### config.mk
export PLATFORM = sky130hd
export DESIGN_NAME = dmem_mmio
export DESIGN_NICKNAME = d
export VERILOG_FILES = /design/src/rtl/dmem_mmio.sv
export SDC_FILE = /design/constraint.sdc
export NUM_CORES = 2
export LEC_CHECK = 0
export ABC_CLOCK_PERIOD_IN_PS = 3650
export CAP_MARGIN = 0
export CORE_ASPECT_RATIO = 1.5
export CORE_MARGIN = 8
export CORE_UTILIZATION = 50
export CTS_CLUSTER_SIZE = 28
export DETAILED_ROUTE_END_ITERATION = 12
export DONT_BUFFER_PORTS = 1
export GPL_TIMING_DRIVEN = 0
export PLACE_DENSITY_LB_ADDON = 0.08
export SKIP_LAST_GASP = 1
export SLEW_MARGIN = 10
export SYNTH_ARGS = -nofsm -noshare
export SYNTH_HDL_FRONTEND = slang
export SYNTH_SLANG_ARGS = --single-unit
### constraint.sdc
create_clock -name clk -period 3.65 [get_ports clk]
set_clock_uncertainty 0.2 [all_clocks]
set_input_delay 0 -clock clk [delete_from_list [all_inputs] [get_ports clk]]
set_output_delay 0 -clock clk [all_outputs]
set_load 0.005 [all_outputs]
### src/rtl/dmem_mmio.sv
// dmem_mmio: data-side responder for the memory stage of the pipelined core.
// Reads return data in the same cycle, so the core never stalls. The address
// space holds a word-addressed data RAM and an MMIO page at 0xFFFF_xxxx:
//   0x0000 CYCLES  free-running cycle counter (writable)
//   0x0004 LEDS    16-bit LED register
//   0x0008 TXDATA  push a byte into the output FIFO (reads 0)
//   0x000C STATUS  {count, empty, full, overflow}; writing bit0=1 clears overflow
// Ports:
//   clk, reset      clock and synchronous active-low reset
//   a, wd, we       byte address, store data and store enable from the core
//   rd              combinational load data for address a
//   leds            LED register contents
//   out_valid/out_data/out_ready  valid/ready byte stream from the FIFO head
module dmem_mmio #(
    parameter int unsigned RAM_WORDS  = 64,
    parameter int unsigned FIFO_DEPTH = 8
) (
    input  logic        clk,
    input  logic        reset,
    input  logic [31:0] a,
    input  logic [31:0] wd,
    input  logic        we,
    output logic [31:0] rd,
    output logic [15:0] leds,
    output logic        out_valid,
    output logic [7:0]  out_data,
    input  logic        out_ready
);

    localparam int unsigned AW = $clog2(RAM_WORDS);
    localparam int unsigned PW = $clog2(FIFO_DEPTH);

    localparam logic [15:0] OFF_CYCLES = 16'h0000;
    localparam logic [15:0] OFF_LEDS   = 16'h0004;
    localparam logic [15:0] OFF_TXDATA = 16'h0008;
    localparam logic [15:0] OFF_STATUS = 16'h000C;

    logic [31:0]   mem_q [RAM_WORDS];
    logic [7:0]    fifo_q [FIFO_DEPTH];

    logic [31:0]   cyc_q,  cyc_d;
    logic [15:0]   leds_q, leds_d;
    logic [PW-1:0] wptr_q, wptr_d;
    logic [PW-1:0] rptr_q, rptr_d;
    logic [PW:0]   cnt_q,  cnt_d;
    logic          ovf_q,  ovf_d;

    logic          is_mmio;
    logic [15:0]   off;
    logic [AW-1:0] ram_idx;
    logic          sel_cyc, sel_leds, sel_tx, sel_st;
    logic          full, empty, pop, push_req, push_ok;
    logic [7:0]    cnt8;

    // The byte lane bits carry no information for word-only access.
    logic          unused;
    assign unused = ^a[1:0];

    assign is_mmio  = (a[31:16] == 16'hFFFF);
    assign off      = {a[15:2], 2'b00};
    assign ram_idx  = a[AW+1:2];
    assign sel_cyc  = is_mmio && (off == OFF_CYCLES);
    assign sel_leds = is_mmio && (off == OFF_LEDS);
    assign sel_tx   = is_mmio && (off == OFF_TXDATA);
    assign sel_st   = is_mmio && (off == OFF_STATUS);

    assign full     = (cnt_q == (PW+1)'(FIFO_DEPTH));
    assign empty    = (cnt_q == '0);
    assign pop      = !empty && out_ready;
    assign push_req = we && sel_tx;
    // A full FIFO still takes a byte when the head leaves in the same cycle.
    assign push_ok  = push_req && (!full || pop);
    assign cnt8     = 8'(cnt_q);

    assign leds      = leds_q;
    assign out_valid = !empty;
    assign out_data  = fifo_q[rptr_q];

    always_comb begin
        rd = '0;
        if (is_mmio) begin
            case (off)
                OFF_CYCLES: rd = cyc_q;
                OFF_LEDS:   rd = {16'b0, leds_q};
                OFF_STATUS: rd = {16'b0, cnt8, 5'b0, empty, full, ovf_q};
                default:    rd = '0;
            endcase
        end else begin
            rd = mem_q[ram_idx];
        end
    end

    always_comb begin
        cyc_d  = (we && sel_cyc) ? wd : cyc_q + 32'd1;
        leds_d = (we && sel_leds) ? wd[15:0] : leds_q;
        wptr_d = push_ok ? wptr_q + PW'(1) : wptr_q;
        rptr_d = pop ? rptr_q + PW'(1) : rptr_q;
        cnt_d  = cnt_q;
        if (push_ok && !pop) begin
            cnt_d = cnt_q + (PW+1)'(1);
        end else if (!push_ok && pop) begin
            cnt_d = cnt_q - (PW+1)'(1);
        end
        ovf_d = ovf_q;
        if (push_req && !push_ok) begin
            ovf_d = 1'b1;
        end else if (we && sel_st && wd[0]) begin
            ovf_d = 1'b0;
        end
    end

    always_ff @(posedge clk) begin
        if (!reset) begin
            cyc_q  <= '0;
            leds_q <= '0;
            wptr_q <= '0;
            rptr_q <= '0;
            cnt_q  <= '0;
            ovf_q  <= 1'b0;
        end else begin
            cyc_q  <= cyc_d;
            leds_q <= leds_d;
            wptr_q <= wptr_d;
            rptr_q <= rptr_d;
            cnt_q  <= cnt_d;
            ovf_q  <= ovf_d;
        end
    end

    // Storage arrays are not cleared; reset only blocks writes into them.
    always_ff @(posedge clk) begin
        if (reset && we && !is_mmio) begin
            mem_q[ram_idx] <= wd;
        end
        if (reset && push_ok) begin
            fifo_q[wptr_q] <= wd[7:0];
        end
    end

endmodule

; Word-level counts from Yosys, hierarchy flattened
; Memory sizes are Yosys's and may differ from the RTL's. A register that Yosys moved wholly into a read port is not among the register bits.
; Cells that the tools add are included.
[totals]
regBits = 59
mem_bits_rw = 2112
input_bits = 68
out_inout_bits = 57
elab_cells = 58
mem_count = 2
[memory_table]
columns = name, words, word_bits, read_ports, rd_clocked_by_memory_dff, wr, line_no
row1 = mem_q, 64, 32, 1, 0, 1, 38  ; logic [31:0] mem_q [RAM_WORDS];
row2 = fifo_q, 8, 8, 1, 1, 1, 39  ; logic [7:0] fifo_q [FIFO_DEPTH];
[classes]
add_sub_neg = 5
n_eq_ne = 5
muxes = 13
n_reduce_logical = 27
[op_table]
columns = op, n
row1 = $pmux 32 s3, 1
row2 = $mux 32, 2
row3 = $add 32x1->32 const B, 1
row4 = $eq 14x2->1 const B, 2
row5 = $logic_and 1x1->1, 17
row6 = $eq 16x16->1 const B, 1
row7 = $logic_not 16->1, 1
row8 = $eq 14x1->1 const B, 1
row9 = $mux 4, 2
row10 = $add 3x1->3 const B, 2
row11 = $mux 1, 6
row12 = $mux 3, 2
row13 = $logic_not 1->1, 5
row14 = $add 4x1->4 const B, 1
row15 = $eq 4x4->1 const B, 1
row16 = $logic_not 4->1, 1
row17 = $reduce_bool 2->1, 2
row18 = $sub 4x1->4 const B, 1
row19 = $logic_or 1x1->1, 1

; Depth between registers and ports, before layout
[depth]
word_depth = 9
depth_mapped = 14
depth_no_buf = 12

; Worst setup path after synthesis
; OpenSTA, ideal clock, no wires.
[synth_timing]
path_type = input-to-reg
startpoint = input a[4]
endpoint = memory mem_q[24][0] (enable)
setup_ps = 421
arrival_ps = 3010
required_ps = 3029
path_slack_ps = 18
cell_stages = 8
path_buffers = 5
cell_sequence = buf_2 buf_2 buf_2 buf_2 buf_2 nor4_1 nand2_1 nor2_1
[synth_lines]
columns = item, line_no
row1 = from (decl), 20  ; input logic [31:0] a,
row2 = to (decl), 38
; No word-level cell before the write port.

; Worst setup path after layout
[layout_timing]
startpoint = input a[4]
endpoint = memory mem_q[59][25] (enable)
; No word-level cell before the write port.

==> flow_summary_export.csv <==
group,metric,value,unit
sta,fin_crit_sh,106,%
synth,synthAdderAreaFrac,0.113,%
sta,hold_viol_final,0,
synth,yosysWarnings,0,
flow_run,maxCapViolCount,0,
sta,fmax,0.257,GHz
cts,clkTransAtPathRegs,0.06,ns
sta,slew_viol_final,0,
sta,finalSetupTns,-3.89,ns
detailed_routing,drtAntennaViolNets,0,
critical_path,crit_start,"a[4]",
synth,synth-simple-area-share,2.07,%
final_layout,layout.area.seq,64700,µm²
critical_path,timing.rr.start,"cnt_q[0]",
cts,cts-root-buf,"clkbuf_16",
sta,worstMarginPinSlew,1.29,ns
critical_path,cp_max_fo,14,
cts,clk_latency,0.83,ns
detailed_routing,drtIter0Drc,4594,
critical_path,endpoint_kind,"flip-flop",
grt,grt.total_usage,27.3,%
power,ir_drop,0.405,mV
final_layout,synthToLayoutAreaGrowth,17.4,%
synth,synth_top_family_by_area,"multiplexers",
final_layout,final_net_count,4465,
final_layout,final.fill_count,12100,
status,violations,"negative setup slack",
floorplan,die_w,350,µm
synth,synth-xor-area-share,0.376,%
synth,synthMuxAreaShare,16.0,%
detailed_routing,wl_per_cell,36.8,µm
critical_path,required,3.99,ns
sta,rsz0062_at_grt,"true",
floorplan,die_area,181000,µm²
cts,cts_tree,"done",
place,gp_congestion,0.882,
final_layout,layout_common_cells,"2112 x edfxtp_1, 490 x mux4_2, 203 x clkbuf_16, 141 x mux2i_1, 121 x clkbuf_1",
floorplan,coreArea,167000,µm²
critical_path,path_cells,"buf_2 > buf_2 > buf_2 > buf_2 > clkbuf_4 > nor4_2 > nand2_1 > nor2_4 > buf_16 > buf_16",
final_layout,multi_input_area,18800,µm²
synth,syn-cell-area,83900,µm²
sta,setup_slack,-0.235,ns
sta,maxSlewHeadroom,13.7,%
place,hpwl,164,mm
cts,cts_sinks,2174,
grt,grt_pass1_vias,43500,
synth,synth-compound-area-share,3.16,%
worst_hold_path,holdCritStartpoint,"wd[3]",
power,leakage,31.0,nW
place,port_buffers,0,
critical_path,cpMaxStageDelayCell,"nand2_1",
floorplan,initial_utilization,50.2,%
cts,htree_levels,4,
worst_hold_path,hold_path_class,"primary input to flip-flop",
grt,grt_max_degree,76,
critical_path,arrival,4.22,ns
floorplan,io_pins,125,
detailed_routing,routed_wl,250,mm
synth,syn_inst,3905,
sta,setup_violations,38,
synth,yosysSeqAreaShare,77.1,%
final_layout,drive_gt1_share,27.8,%
detailed_routing,dr.pass1.iters,6,
detailed_routing,drc_errors,0,
grt,grt_pass1_wl,344,mm
synth,synth-main-ff-cell,"edfxtp_1",
sta,final.min_clock_period,3.89,ns
floorplan,row_count,184,
cts,cts_made_buffers,197,
critical_path,start_kind,"primary input",
floorplan,die_h,518,µm
final_layout,final_common_cell,"edfxtp_1",
critical_path,slowest_delay,0.78,ns
final_layout,fin_area,98500,µm²
final_layout,stdcell_count,6793,
grt,grt-ovfl-total,0,
cts,cts-root-to-sink-buffers,3,
status,status,"finished with violations",
synth,synthDistinctLibCells,61,
detailed_routing,via_count,43100,
synth,avgSynthCellArea,21.5,µm²
place,numPlacedInstances,6213,
critical_path,crit_type,"primary input to flip-flop",
place,placed_cell_area,88800,µm²
synth,synth-edff-count,2112,
synth,async_flop_share,0,%
synth,syn_nets,3980,
synth,synth-seq-cells,2174,
critical_path,cpMostUsedCell,"buf_2",
grt,antenna_found_initial,6,
detailed_routing,via_per_inst,6.35,
power,power_density,515,nW/µm²
-- worst max-delay path, delay by kind of cell --
kind / cells / cell delay [ns]
buffers and inverters: 7 / 1.88
and+or+nand+nor: 3 / 2.26
-- per-stage QoR --
stage	util [%]	hold WS [ns]	power, W	setup WS (ns)
global route	58.9	0.0231	0.0520	-0.236
global placement	51.8	-0.0960	0.0301	-3.71
CTS	58.4	0.000544	0.0510	-0.439
finish	58.9	0.0311	0.0508	-0.235
floorplan	-	-0.101	0.0293	0.0183
detailed placement	53.2	-0.0964	0.0302	-1.66
-- synthesized netlist by cell type (3+ instances only) --
cell type	number	area, µm²
a22o_1	14	123
o221ai_1	9	78.8
nor2b_1	10	62.6
or3b_2	3	26.3
mux2i_1	146	1460
nor3_1	39	195
a211oi_1	27	203
nand3_1	50	250
xor2_1	12	105
o2111ai_1	9	78.8
buf_2	82	410
a221oi_1	25	219
nand2b_1	5	31.3
edfxtp_1	2112	63400
nand2_1	63	236
a21o_1	10	75.1
a211o_1	5	43.8
dfxtp_1	62	1240
a221o_1	29	290
nor4_1	9	56.3
ha_1	6	75.1
mux4_2	490	11000
buf_4	4	30.0
clkbuf_1	102	383
o21ai_0	51	255
o22ai_1	52	325
and2_1	5	31.3
xnor2_1	24	210
mux2_2	78	878
or3_1	9	56.3
buf_1	35	131
and4_1	5	43.8
a21oi_1	60	300
nand4_1	16	100
a22oi_1	79	593
nor2_1	123	462
a32o_1	3	30.0
and3_1	6	37.5
inv_1	9	33.8
-- what timing repair did --
action                     in CTS  in global routing
pin swaps                      18                 30
setup buffers                  22                 59
hold endpoints to repair     2238                 10
gates resized for setup        51                 62
hold buffers                  130                  3
setup endpoints to repair    1967               1461
-- final timing paths --
| check | to | slack (ns) | cells after the start |
|---|---|---|---|
| max reg2reg | cnt_q[3] | 0.34 | 12 |
| min reg2reg | rptr_q[1] | 0.31 | 2 |
| max | mem_q[59][25] | -0.24 | 10 |
| min | mem_q[23][3] | 0.03 | 2 |
-- per-layer routing --
layer / vias up / wire (µm) / global-route usage (%)
met2: 2047 / 126000 / 46.3
li1: 17500 / - / -
met1: 23000 / 87700 / 32.8
met4: 4 / 16800 / 14.9
met5: - / 23 / 0
met3: 553 / 19100 / 5.15
-- registers in the layout, indices dropped and copies added (netlist names), named ones only --
signal,count
leds,16
rptr_q,3
wptr_q,3
ovf_q,1
fifo_q,64
cyc_q,32
mem_q,2048
cnt_q,4
-- area by class of cell --
cell class,instances,area share [%]
sequential,2174,65.7
multi-input combinational,1494,19.1
clock buffer,249,5.36
timing repair buffer,290,4.87
tap,2232,2.84
buffer,220,1.11
clock inverter,113,0.985
inverter,13,0.0534
antenna,8,0.0203
-- cell families (layout without fill, tap and decap cells) --
kind of cell,Yosys count,after routing
AO/OA/AOI/OAI,378,378
other,0,8
flip-flops,2174,2174
buffers and inverters,237,885
XOR/XNOR,36,36
AND/OR/NAND/NOR,359,359
multiplexers,714,714
adder cells (fa/ha/maj),7,7
-- where the power goes --
part           total [W]  internal (W)  switching [W]  leakage (nW)
sequential        0.0275        0.0274      0.0000221          19.5
clock             0.0204        0.0113        0.00909          3.05
combinational    0.00291       0.00100        0.00191          8.44
Power figures use the tool's default switching activity.
